$ cat src/rtl/spi_cfg_sync.sv
// spi_cfg_sync: carries AXI-side config words into the SPI clock domain, holds each one once it
// has settled, and freezes the held copy while the SPI subsystem is enabled.
module spi_cfg_sync_field #(
  parameter int W            = 1,
  parameter int DEPTH        = 3,
  parameter int STABLE_COUNT = 2
) (
  input  logic         clk,
  input  logic         resetn,
  input  logic [W-1:0] din,
  output logic [W-1:0] synced,
  output logic         stable
);
  localparam int CW = $clog2(STABLE_COUNT + 1);
  logic [W-1:0]  s_q [DEPTH];
  logic [W-1:0]  s_d [DEPTH];
  logic [CW-1:0] cnt_q, cnt_d;
  assign synced = s_q[DEPTH-1];
  assign stable = (cnt_q == CW'(STABLE_COUNT));
  // The whole word must match across the last two stages, so multi-bit skew never leaks out.
  always_comb begin
    s_d[0] = din;
    for (int i = 1; i < DEPTH; i++) s_d[i] = s_q[i-1];
    cnt_d = (s_q[DEPTH-1] != s_q[DEPTH-2]) ? '0 : stable ? cnt_q : cnt_q + CW'(1);
  end
  always_ff @(posedge clk or negedge resetn) begin
    if (!resetn) begin
      s_q   <= '{default: '0};
      cnt_q <= '0;
    end else begin
      s_q   <= s_d;
      cnt_q <= cnt_d;
    end
  end
endmodule

module spi_cfg_sync #(
  parameter int DEPTH        = 3,
  parameter int STABLE_COUNT = 2
) (
  input  logic        clk,
  input  logic        resetn,
  input  logic        spi_en,
  input  logic [14:0] integ_thresh_avg,
  input  logic [31:0] integ_window,
  input  logic        integ_en,
  input  logic [15:0] boot_test_skip,
  input  logic        debug,
  output logic        spi_en_stable,
  output logic [14:0] integ_thresh_avg_stable,
  output logic [31:0] integ_window_stable,
  output logic        integ_en_stable,
  output logic [15:0] boot_test_skip_stable,
  output logic        debug_stable,
  output logic        cfg_locked,
  output logic        cfg_lock_viol,
  output logic        cfg_ready
);
  typedef enum logic {UNLOCKED = 1'b0, LOCKED = 1'b1} state_e;
  state_e      state_q, state_d;
  logic        spi_en_q, spi_en_d, integ_en_q, integ_en_d, debug_q, debug_d;
  logic [14:0] thresh_q, thresh_d;
  logic [31:0] window_q, window_d;
  logic [15:0] skip_q, skip_d;
  logic        viol_q, viol_d, ready_q, ready_d;
  logic        syn_en, syn_ien, syn_dbg, st_en, st_thr, st_win, st_ien, st_skip, st_dbg;
  logic [14:0] syn_thr;
  logic [31:0] syn_win;
  logic [15:0] syn_skip;
  logic        upd, unlock, chg, all_st, all_eq;

  spi_cfg_sync_field #(.W(1), .DEPTH(DEPTH), .STABLE_COUNT(STABLE_COUNT)) u_en (
    .clk(clk), .resetn(resetn), .din(spi_en), .synced(syn_en), .stable(st_en));
  spi_cfg_sync_field #(.W(15), .DEPTH(DEPTH), .STABLE_COUNT(STABLE_COUNT)) u_thr (
    .clk(clk), .resetn(resetn), .din(integ_thresh_avg), .synced(syn_thr), .stable(st_thr));
  spi_cfg_sync_field #(.W(32), .DEPTH(DEPTH), .STABLE_COUNT(STABLE_COUNT)) u_win (
    .clk(clk), .resetn(resetn), .din(integ_window), .synced(syn_win), .stable(st_win));
  spi_cfg_sync_field #(.W(1), .DEPTH(DEPTH), .STABLE_COUNT(STABLE_COUNT)) u_ien (
    .clk(clk), .resetn(resetn), .din(integ_en), .synced(syn_ien), .stable(st_ien));
  spi_cfg_sync_field #(.W(16), .DEPTH(DEPTH), .STABLE_COUNT(STABLE_COUNT)) u_skip (
    .clk(clk), .resetn(resetn), .din(boot_test_skip), .synced(syn_skip), .stable(st_skip));
  spi_cfg_sync_field #(.W(1), .DEPTH(DEPTH), .STABLE_COUNT(STABLE_COUNT)) u_dbg (
    .clk(clk), .resetn(resetn), .din(debug), .synced(syn_dbg), .stable(st_dbg));

  always_comb begin
    upd    = (state_q == UNLOCKED);
    unlock = st_en && !syn_en;
    chg    = (st_thr && syn_thr != thresh_q) || (st_win && syn_win != window_q) ||
             (st_ien && syn_ien != integ_en_q) || (st_skip && syn_skip != skip_q) ||
             (st_dbg && syn_dbg != debug_q);
    all_st = st_en && st_thr && st_win && st_ien && st_skip && st_dbg;
    all_eq = syn_en == spi_en_q && syn_thr == thresh_q && syn_win == window_q &&
             syn_ien == integ_en_q && syn_skip == skip_q && syn_dbg == debug_q;
    spi_en_d   = st_en ? syn_en : spi_en_q;
    thresh_d   = (upd && st_thr) ? syn_thr : thresh_q;
    window_d   = (upd && st_win) ? syn_win : window_q;
    integ_en_d = (upd && st_ien) ? syn_ien : integ_en_q;
    skip_d     = (upd && st_skip) ? syn_skip : skip_q;
    debug_d    = (upd && st_dbg) ? syn_dbg : debug_q;
    state_d    = upd ? ((st_en && syn_en) ? LOCKED : UNLOCKED) : (unlock ? UNLOCKED : LOCKED);
    // Unlock wins over a same-edge change so the flag always starts clean for the next run.
    viol_d     = upd ? viol_q : (unlock ? 1'b0 : (viol_q || chg));
    ready_d    = upd && all_st && all_eq;
  end

  always_ff @(posedge clk or negedge resetn) begin
    if (!resetn) begin
      state_q    <= UNLOCKED;
      spi_en_q   <= 1'b0;
      thresh_q   <= '0;
      window_q   <= '0;
      integ_en_q <= 1'b0;
      skip_q     <= '0;
      debug_q    <= 1'b0;
      viol_q     <= 1'b0;
      ready_q    <= 1'b0;
    end else begin
      state_q    <= state_d;
      spi_en_q   <= spi_en_d;
      thresh_q   <= thresh_d;
      window_q   <= window_d;
      integ_en_q <= integ_en_d;
      skip_q     <= skip_d;
      debug_q    <= debug_d;
      viol_q     <= viol_d;
      ready_q    <= ready_d;
    end
  end

  assign spi_en_stable           = spi_en_q;
  assign integ_thresh_avg_stable = thresh_q;
  assign integ_window_stable     = window_q;
  assign integ_en_stable         = integ_en_q;
  assign boot_test_skip_stable   = skip_q;
  assign debug_stable            = debug_q;
  assign cfg_locked              = (state_q == LOCKED);
  assign cfg_lock_viol           = viol_q;
  assign cfg_ready               = ready_q;
endmodule

$ cat config.mk
export PLATFORM = sky130hd
export DESIGN_NAME = spi_cfg_sync
export DESIGN_NICKNAME = d
export VERILOG_FILES = /design/src/rtl/spi_cfg_sync.sv
export SDC_FILE = /design/constraint.sdc
export NUM_CORES = 1
export LEC_CHECK = 0
export CAP_MARGIN = 20
export CELL_PAD_IN_SITES_DETAIL_PLACEMENT = 0
export CELL_PAD_IN_SITES_GLOBAL_PLACEMENT = 1
export CORE_ASPECT_RATIO = 0.5
export CORE_MARGIN = 1.5
export CORE_UTILIZATION = 45
export DETAILED_ROUTE_END_ITERATION = 16
export GPL_TIMING_DRIVEN = 0
export PLACE_DENSITY = 0.77
export SYNTH_ARGS = -nofsm -noshare
export SYNTH_HDL_FRONTEND = slang
export SYNTH_SLANG_ARGS = --single-unit
$ cat constraint.sdc
create_clock -name clk -period 1.8 [get_ports clk]
set_input_delay 0.45 -clock clk [delete_from_list [all_inputs] [get_ports clk]]
set_output_delay 0.45 -clock clk [all_outputs]
set_load 0.01 [all_outputs]
==> impl_metrics.tcl, run 1 <==
set metrics [dict create \
    result_of_the_run "complete, no violations" \
    drt_iter0_drc 180 \
    share_of_the_synthesized_area_in_the_top_cell_type 0.730 \
    vdd.ir_drop.worst_mv 0.516 \
    post-route-period-util 0.992 \
    post_route_cells_drive_above_1_share 0.180 \
    maxSlewViolCount 0 \
    ys_top_cells_by_area "sky130_fd_sc_hd__dfrtp_1 73%, sky130_fd_sc_hd__mux2_2 7.6%, sky130_fd_sc_hd__xor2_1 7.3%, sky130_fd_sc_hd__xnor2_1 5.3%, sky130_fd_sc_hd__nand4_1 1.3%" \
    yosysWarningCount 0 \
    synth_largest_area_cell "sky130_fd_sc_hd__dfrtp_1" \
    final_setup_violation_count 0 \
    synth_cell_types 24 \
    p_per_area_nw_per_um2 1090 \
    critPathMaxFanout 2 \
    via_count 4965 \
    wl_per_cell_um 16.1 \
    crit_path_start "integ_window_stable[28]" \
    power.static_leakage_nw 5.87 \
    dp_slack_ns -0.156 \
    grt_overflow_total 0 \
    holdCritStartpoint "u_win.s_d[38]" \
    share_of_synthesized_registers_carrying_an_async_set_or_reset 1.00 \
    syn_inst 592 \
    vias_in_the_first_global_route 5329 \
    yosys.cell_count.top_type "sky130_fd_sc_hd__dfrtp_1" \
    worst_setup_path_start_kind "flop" \
    worst_pin_slew_ns 0.622 \
    final_util 0.593 \
    deepest_clock_path_buffer_count 3 \
    timing.critical_path.arrival_ns 2.19 \
    power.combinational.fraction 0.076 \
    grt_antenna_before_repair 0 \
    share_seq_of_total_power 0.511 \
    pin_count_of_the_biggest_net_entering_global_routing 126 \
    rsz0062_at_grt "true" \
    yosysSeqAreaShare 0.730 \
    route.final.wire_length_mm 17.1 \
    die_x_um 209 \
    layout.nets 839 \
    core_area_um2 20600 \
    finalClockSkew_ns 0.0106 \
    dieArea_um2 22100 \
    synth.ff_latch_count 278 \
    critical_path.reg2reg.endpoint "cfg_lock_viol" \
    clk_latency_ns 0.52 \
    holdPathStages 0 \
    maxSlewHeadroom 0.585 \
    grt_first_pass_wirelength_mm 27.8 \
    buffer_ports.inserted 136 \
    timing.fmax_ghz 0.560 \
    cellInternalPower_mw 10.3 \
    netlist_area_um2 9530 \
    synth-edff-count 0 \
    cts.sinks 278 \
    clk_pin_slew_ns 0.06 \
    net_sw_frac 0.223 \
    cts_tree "yes" \
    ff2ff_setup_slack_ns 0.01 \
    cp_data_required_time_ns 2.21 \
    reg2regPathDepth 7 \
    maxCapViolCount 0 \
    timing.final.ws_setup_ns 0.0136 \
    leading_cell_types_by_count_after_synthesis "278 x sky130_fd_sc_hd__dfrtp_1, 79 x sky130_fd_sc_hd__xor2_1, 64 x sky130_fd_sc_hd__mux2_2" \
    area_growth_syn_to_layout_pct 28.4 \
    io_pins 137 \
    rows 37 \
    gp_congestion 0.767 \
    timing.setup.critical_path_class "reg -> reg" \
    drtAntennaViolNets 0 \
    drt_drc_violations_left 0 \
    dpl.hpwl_mm 11.7 \
    yosys_most_used_dff "sky130_fd_sc_hd__dfrtp_1" \
    net-switching-power_mw 2.97 \
    die_h_um 106 \
    hp-class "reg -> reg" \
    synthesis.area_per_instance_um2 16.1 \
    number_of_vias_per_cell 4.70 \
    holdPathEnd "u_win.s_d[6]" \
    initial_core_util 0.462 \
    worst_setup_path_end_kind "flop" \
    finalHoldViolations 0 \
    num_antenna_cells 0 \
    reg2reg_from "integ_window_stable[28]" \
    ctsRootBufferMaster "sky130_fd_sc_hd__clkbuf_16" \
    htree_levels 1 \
    global_route.usage.total 0.162 \
    power.clock.fraction 0.413 \
    cts_inserted_buffers 25 \
    drt-pass1-iter-count 4 \
    synth_fp_nets 666 \
    period_minus_slack_ns 1.79 \
]
==> metal layers <==
metal  routed length (um)  global-route usage  vias to the layer above  share of wire
met3                  602              0.0363                       24          0.035
met1                 7810               0.221                     2524           0.46
met4                  315              0.0404                        0          0.018
li1                     -                   -                     2336              -
met5                    0                   0                        -              0
met2                 8330               0.266                       81           0.49
==> sequential cells by signal, indices dropped and copies added, names as in the netlist, 2 cells and up <==
| name | flops |
|---|---|
| u_ien.cnt_q | 2 |
| u_dbg.s_d | 2 |
| u_thr.s_d | 30 |
| u_ien.s_d | 2 |
| u_win.s_d | 64 |
| u_dbg.cnt_q | 2 |
| integ_thresh_avg_stable | 15 |
| u_thr.cnt_q | 2 |
| u_skip.synced | 16 |
| boot_test_skip_stable | 16 |
| u_en.cnt_q | 2 |
| u_win.synced | 32 |
| u_skip.cnt_q | 2 |
| u_win.cnt_q | 2 |
| u_thr.synced | 15 |
| u_skip.s_d | 32 |
| integ_window_stable | 32 |
| u_en.s_d | 2 |
==> stage by stage <==
| step | hold WS [ns] | cells | TNS (ns) | area, um^2 | total power, mW |
|---|---|---|---|---|---|
| floorplan | 0.154 | 592 | 0 | 9530 | 7.36 |
| global placement | 0.331 | 1001 | -3119.33 | 11200 | 7.86 |
| detailed placement | 0.335 | 1003 | -4.29 | 11300 | 7.91 |
| CTS | 0.335 | 1053 | -0.0327 | 12200 | 13.5 |
| global route | 0.337 | 1057 | -0.136 | 12200 | 13.9 |
| finish | 0.347 | 1057 | 0 | 12200 | 13.3 |
==> cells in the final DEF, fill, tap and decap left out, types with 2 or more instances in the layout <==
master,netlist,layout
sky130_fd_sc_hd__inv_1,12,12
sky130_fd_sc_hd__dlygate4sd2_1,0,68
sky130_fd_sc_hd__ha_1,6,6
sky130_fd_sc_hd__o21ai_0,3,3
sky130_fd_sc_hd__nand2_1,3,3
sky130_fd_sc_hd__clkinv_2,0,9
sky130_fd_sc_hd__nor4_2,1,7
sky130_fd_sc_hd__buf_4,2,15
sky130_fd_sc_hd__bufinv_16,0,4
sky130_fd_sc_hd__a41oi_2,0,2
sky130_fd_sc_hd__nor2_1,19,19
sky130_fd_sc_hd__nand4_1,20,20
sky130_fd_sc_hd__mux2_2,64,64
sky130_fd_sc_hd__nand2b_1,4,2
sky130_fd_sc_hd__clkdlybuf4s50_1,0,66
sky130_fd_sc_hd__clkbuf_16,0,25
sky130_fd_sc_hd__dfrtp_2,0,2
sky130_fd_sc_hd__nand2b_2,0,2
sky130_fd_sc_hd__buf_16,0,2
sky130_fd_sc_hd__dfrtp_1,278,276
sky130_fd_sc_hd__nand3b_1,2,2
sky130_fd_sc_hd__nor4_1,20,13
sky130_fd_sc_hd__clkbuf_8,0,2
sky130_fd_sc_hd__clkbuf_1,2,4
sky130_fd_sc_hd__a21oi_1,6,6
sky130_fd_sc_hd__nor3_1,2,2
sky130_fd_sc_hd__xnor2_1,58,57
sky130_fd_sc_hd__xor2_1,79,79
==> logic make-up after synthesis <==
logic type / count (synthesis) / share of synthesized area
DFF: 278 / 0.730
xor gates and xnor gates: 137 / 0.126
and+or+nand+nor: 72 / 0.0420
muxes: 64 / 0.0756
buffers and inverters: 21 / 0.00971
AOI/OAI and AO/OA: 14 / 0.00932
adders and majority gates: 6 / 0.00787
==> critical path, cell delays in order (launching register included) <==
cell and delay, ns:
sky130_fd_sc_hd__dfrtp_1 0.39, sky130_fd_sc_hd__buf_6 0.13, sky130_fd_sc_hd__xnor2_4 0.16, sky130_fd_sc_hd__nand4_1 0.18, sky130_fd_sc_hd__nor4_4 0.37, sky130_fd_sc_hd__buf_4 0.17
sky130_fd_sc_hd__a41oi_2 0.10, sky130_fd_sc_hd__a2bb2oi_1 0.16
==> worst max-delay path by stage <==
stage	endpoint	depth (start not counted)
2_1_floorplan	integ_thresh_avg_stable[10]	6
3_3_place_gp	integ_thresh_avg_stable[11]	1
3_5_place_dp	cfg_ready	5
4_1_cts	cfg_ready	6
5_1_grt	cfg_lock_viol	7
6_report	cfg_lock_viol	7
==> layout make-up <==
cell class              count  area, um^2
fillers                  1635        8400
clock buffers              31         668
repair buffers            149        1420
clock inverters            15         190
well taps                 273         342
flip-flops and latches    278        6960
plain buffers               6        42.5
inverters                  12        45.0
multi-input cells         293        2580
==> power by group through the flow <==
stage                     sequential [mW]  combinational (mW)  clock [mW]
final                                6.80                1.01        5.49
after global routing                 6.83                1.13        5.93
after CTS                            6.80                1.02        5.68
after detailed placement             6.94               0.975           0
after global placement               6.93               0.932           0
after floorplan                      6.88               0.477           0
==> what timing repair did <==
item,in CTS,in global routing
setup buffers,6,4
hold endpoints to repair,60,0
pin swaps,2,7
setup endpoints to repair,112,42
gates resized for setup,81,9
hold buffers,1,0
(Power assumes the default switching activity.)
==> run 2: changes to the inputs <==
==> constraint.sdc (replaced) <==
create_clock -name clk -period 2.28 [get_ports clk]
set_input_delay 0.57 -clock clk [delete_from_list [all_inputs] [get_ports clk]]
set_output_delay 0.57 -clock clk [all_outputs]
set_load 0.01 [all_outputs]
==> impl_metrics.tcl, run 2 (same netlist as run 1, synthesis figures left out) <==
set metrics [dict create \
    buffer_ports.inserted 136 \
    initial_core_util 0.462 \
    grt_antenna_before_repair 0 \
    power.static_leakage_nw 5.48 \
    ff2ff_setup_slack_ns 0.33 \
    crit_path_max_incr_delay_ns 0.55 \
    dp_slack_ns 0.324 \
    reg2reg_from "u_skip.synced[8]" \
    cp.depth 2 \
    maxSlewViolCount 0 \
    layout.nets 834 \
    final_setup_violation_count 0 \
    cts_inserted_buffers 25 \
    core_area_um2 20600 \
    largest_register_ff_count 64 \
    route.final.wire_length_mm 16.9 \
    final_util 0.590 \
    grt_overflow_total 0 \
    critical_path.cell_chain "buf_4, clkdlybuf4s50_1" \
    final_cell_count_no_fill 1052 \
    via_count 4937 \
    vias_in_the_first_global_route 5306 \
    worst_setup_path_start_kind "flop" \
    dieArea_um2 22100 \
    timing.setup.critical_path_class "reg -> out" \
    die_x_um 209 \
    finalHoldViolations 0 \
    mostFrequentLayoutCells "277 x sky130_fd_sc_hd__dfrtp_1, 135 x sky130_fd_sc_hd__clkdlybuf4s50_1, 79 x sky130_fd_sc_hd__xor2_1" \
    gp_congestion 0.767 \
    period_minus_slack_ns 2.16 \
    most_frequent_standard_cell_in_the_layout_excluding_fill_and_tap_cells "sky130_fd_sc_hd__dfrtp_1" \
    maxCapViolCount 0 \
    hp-class "reg -> reg" \
    cell_count_after_placement 1003 \
    cellInternalPower_mw 8.17 \
    die_h_um 106 \
    design_area_um2 12200 \
    drt_drc_violations_left 0 \
    wl_per_cell_um 16.1 \
    cpLargestDelayFamily "buffers and inverters" \
    vdd.ir_drop.worst_mv 0.406 \
    ctsRootBufferMaster "sky130_fd_sc_hd__clkbuf_16" \
    pin_count_of_the_biggest_net_entering_global_routing 126 \
    num_antenna_cells 0 \
    worst_setup_path_end_kind "output port" \
    htree_levels 1 \
    power.clock.fraction 0.412 \
    post_route_cells_drive_above_1_share 0.154 \
    number_of_vias_per_cell 4.69 \
    drt_iter0_drc 154 \
    critPathMaxFanout 4 \
    cts_tree "yes" \
    drt-pass1-iter-count 4 \
    rsz0062_at_grt "false" \
    cp_data_required_time_ns 1.71 \
    net_sw_frac 0.223 \
    rows 37 \
    worst-path-buf-inv 2 \
    critical_path.reg2reg.endpoint "cfg_lock_viol" \
    io_pins 137 \
    global_route.usage.total 0.161 \
    dpl.hpwl_mm 11.7 \
    cts.sinks 278 \
    holdPathEnd "u_win.s_d[6]" \
    post-route-period-util 0.946 \
    dpl_cell_area_um2 11300 \
    maxSlewHeadroom 0.585 \
    finalClockSkew_ns 0.0113 \
    timing.fmax_ghz 0.464 \
    power.combinational.fraction 0.077 \
    timing.critical_path.arrival_ns 1.59 \
    reg2regPathDepth 5 \
    grt_first_pass_wirelength_mm 27.8 \
    holdCritStartpoint "u_win.s_d[38]" \
    critical-path-slowest-cell "sky130_fd_sc_hd__clkdlybuf4s50_1" \
    result_of_the_run "complete, no violations" \
    holdPathStages 0 \
    area_growth_syn_to_layout_pct 27.8 \
    deepest_clock_path_buffer_count 3 \
    worst_pin_slew_ns 0.622 \
    net-switching-power_mw 2.34 \
    clk_latency_ns 0.52 \
    drtAntennaViolNets 0 \
    timing.final.ws_setup_ns 0.123 \
    p_per_area_nw_per_um2 863 \
    share_seq_of_total_power 0.511 \
    clk_pin_slew_ns 0.06 \
]
==> run 2: cell type report <==
type / instances / area, um^2
plain buffers: 9 / 47.5
inverters: 12 / 45.0
clock buffers: 31 / 668
multi-input cells: 293 / 2480
repair buffers: 141 / 1450
clock inverters: 15 / 190
fillers: 1619 / 8470
flip-flops and latches: 278 / 6960
well taps: 273 / 342
==> run 2: how the worst max path moves through the flow <==
stage	from	to	slack, ns
4_1_cts	spi_en_stable	spi_en_stable	0.08
3_3_place_gp	resetn	integ_thresh_avg_stable[11]	-10.88
2_1_floorplan	u_thr.cnt_q[0]	integ_thresh_avg_stable[10]	0.70
3_5_place_dp	u_win.synced[28]	cfg_ready	0.32
5_1_grt	spi_en_stable	spi_en_stable	0.08
6_report	spi_en_stable	spi_en_stable	0.12
==> run 2: power groups by stage <==
| stage | clock (mW) | combinational (mW) | sequential [mW] |
|---|---|---|---|
| global route | 4.68 | 0.907 | 5.39 |
| detailed placement | 0 | 0.770 | 5.48 |
| CTS | 4.48 | 0.827 | 5.37 |
| global placement | 0 | 0.736 | 5.47 |
| floorplan | 0 | 0.376 | 5.43 |
| finish | 4.33 | 0.810 | 5.37 |
==> run 2: metrics by stage <==
step / TNS (ns) / hold WS, ns / power [mW]
after CTS: 0 / 0.348 / 10.7
final: 0 / 0.347 / 10.5
after detailed placement: 0 / 0.335 / 6.24
after floorplan: 0 / 0.274 / 5.81
after global placement: -3016.27 / 0.331 / 6.21
after global routing: 0 / 0.356 / 11.0
==> run 2: metal layers <==
layer / wire length (um) / vias to the layer above / track usage
met1: 7790 / 2508 / 0.220
met5: 0 / - / 0
met3: 635 / 23 / 0.0363
met4: 323 / 0 / 0.0404
met2: 8180 / 82 / 0.263
li1: - / 2324 / -
==> run 2: timing repair <==
action,in CTS,in global routing
hold buffers,1,0
endpoints found under the hold margin,25,0
gates resized for setup,1,0
endpoints found under the setup margin,2,0
buffers inserted,2,0
==> run 3: changes to the inputs <==
--- a/config.mk
+++ b/config.mk
@@ -9,7 +9,7 @@
 export CELL_PAD_IN_SITES_DETAIL_PLACEMENT = 0
 export CELL_PAD_IN_SITES_GLOBAL_PLACEMENT = 1
 export CORE_ASPECT_RATIO = 0.5
-export CORE_MARGIN = 1.5
+export CORE_MARGIN = 3
 export CORE_UTILIZATION = 45
 export DETAILED_ROUTE_END_ITERATION = 16
 export GPL_TIMING_DRIVEN = 0
==> impl_metrics.tcl, run 3 (same netlist as run 1, synthesis figures left out) <==
set metrics [dict create \
    htree_levels 1 \
    post_route_cells_drive_above_1_share 0.153 \
    finalClockSkew_ns 0.00988 \
    cts_tree "yes" \
    critical-path-slowest-cell "sky130_fd_sc_hd__clkdlybuf4s50_1" \
    mostFrequentLayoutCells "277 x sky130_fd_sc_hd__dfrtp_1, 135 x sky130_fd_sc_hd__clkdlybuf4s50_1, 79 x sky130_fd_sc_hd__xor2_1" \
    final_cell_count_no_fill 1042 \
    drt-pass1-iter-count 4 \
    grt_antenna_before_repair 0 \
    global_route.usage.total 0.157 \
    hp-class "in -> async" \
    rsz0062_at_grt "false" \
    nFillCells 1576 \
    area_growth_syn_to_layout_pct 27.2 \
    buffer_ports.inserted 136 \
    timing.critical_path.arrival_ns 1.60 \
    grt_overflow_total 0 \
    drt_drc_violations_left 0 \
    worst_setup_ep "spi_en_stable" \
    grt.met3_usage 0.0397 \
    rows 36 \
    finalHoldViolations 0 \
    die_h_um 109 \
    maxCapViolCount 0 \
    period_minus_slack_ns 2.17 \
    ff2ff_setup_slack_ns 0.30 \
    grt_first_pass_wirelength_mm 28.0 \
    most_used_routing_layer "met2" \
    worst_pin_slew_ns 0.681 \
    clk_latency_ns 0.51 \
    p_per_area_nw_per_um2 853 \
    worst_setup_path_end_kind "output port" \
    vdd.ir_drop.worst_mv 0.530 \
    number_of_vias_per_cell 4.73 \
    vias_in_the_first_global_route 5332 \
    critical_path.reg2reg.endpoint "cfg_lock_viol" \
    timing.setup.critical_path_class "reg -> out" \
    crit_path_start "spi_en_stable" \
    initial_core_util 0.474 \
    io_pins 137 \
    critical_path.cell_chain "buf_4, clkdlybuf4s50_1" \
    core_area_um2 20100 \
    dp_slack_ns 0.264 \
    timing.final.ws_setup_ns 0.112 \
    final_setup_violation_count 0 \
    cell_count_after_placement 996 \
    maxSlewHeadroom 0.546 \
    reg2regPathDepth 5 \
    layout.nets 833 \
    critPathMaxFanout 8 \
    cp_data_required_time_ns 1.71 \
    route.final.wire_length_mm 17.4 \
    largest_register_ff_count 64 \
    maxSlewViolCount 0 \
    wl_per_cell_um 16.7 \
    num_antenna_cells 0 \
    deepest_clock_path_buffer_count 3 \
    power.static_leakage_nw 5.45 \
    timing.fmax_ghz 0.461 \
    grt_util_met1 0.218 \
    ctsRootBufferMaster "sky130_fd_sc_hd__clkbuf_16" \
    dpl.hpwl_mm 12.1 \
    globalRouteMet2Util 0.256 \
    drt_iter0_drc 249 \
    reg2reg_from "u_skip.synced[6]" \
    worst-path-buf-inv 2 \
    final_util 0.603 \
    cpLargestDelayFamily "buffers and inverters" \
    cp.depth 2 \
    crit_path_max_incr_delay_ns 0.52 \
    die_x_um 212 \
    post-route-period-util 0.951 \
    drtAntennaViolNets 0 \
    dieArea_um2 23100 \
    cts_inserted_buffers 24 \
    via_count 4932 \
    pin_count_of_the_biggest_net_entering_global_routing 100 \
    worst_setup_path_start_kind "flop" \
    clk_pin_slew_ns 0.07 \
    most_frequent_standard_cell_in_the_layout_excluding_fill_and_tap_cells "sky130_fd_sc_hd__dfrtp_1" \
    gp_congestion 0.717 \
    cts.sinks 278 \
    regArea_um2 6960 \
    result_of_the_run "complete, no violations" \
    pnr_total_power_mw 10.3 \
    multi_input_area_um2 2480 \
]
## run 3: stage by stage
| stage | TNS [ns] | cell area, um^2 | hold WS (ns) |
|---|---|---|---|
| finish | 0 | 12100 | 0.0616 |
| CTS | 0 | 12100 | 0.0783 |
| detailed placement | 0 | 11300 | 0.335 |
| global route | 0 | 12100 | 0.102 |
| global placement | -2996.42 | 11200 | 0.332 |
| floorplan | 0 | 9530 | 0.274 |
## run 3: layout make-up
class | instances | area share
Clock buffer | 34 | 0.0593
Inverter | 12 | 0.00371
Clock inverter | 9 | 0.00825
Buffer | 9 | 0.00392
Sequential cell | 278 | 0.574
Multi-Input combinational cell | 293 | 0.205
Tap cell | 266 | 0.0274
Timing Repair Buffer | 141 | 0.119
## run 3: worst min-delay path by stage
stage	start	to	slack, ns	cells after the start
6_report	resetn	integ_window_stable[20]	0.06	1
3_3_place_gp	u_win.s_d[52]	u_win.s_d[20]	0.33	0
3_5_place_dp	u_skip.s_d[31]	u_skip.s_d[15]	0.33	0
5_1_grt	resetn	integ_window_stable[20]	0.10	1
4_1_cts	resetn	integ_window_stable[19]	0.08	1
2_1_floorplan	resetn	boot_test_skip_stable[0]	0.27	0
## run 3: report_power, final
group | internal [mW] | total (mW) | switching [mW] | leakage, nW
registers | 5.18 | 5.37 | 0.187 | 3.41
logic | 0.439 | 0.797 | 0.358 | 1.64
clock network | 2.43 | 4.18 | 1.75 | 0.403
total | 8.05 | 10.3 | 2.30 | 5.45
## run 3: per-layer routing
metal | wire length (um) | vias up
li1 | - | 2330
met4 | 170 | 0
met2 | 8190 | 76
met5 | 0 | -
met3 | 704 | 18
met1 | 8300 | 2508
## run 3: what timing repair did
item | in CTS | in global routing
hold buffers | 0 | 0
endpoints found under the setup margin | 2 | 1
resized for setup | 1 | 0
buffers inserted | 0 | 3
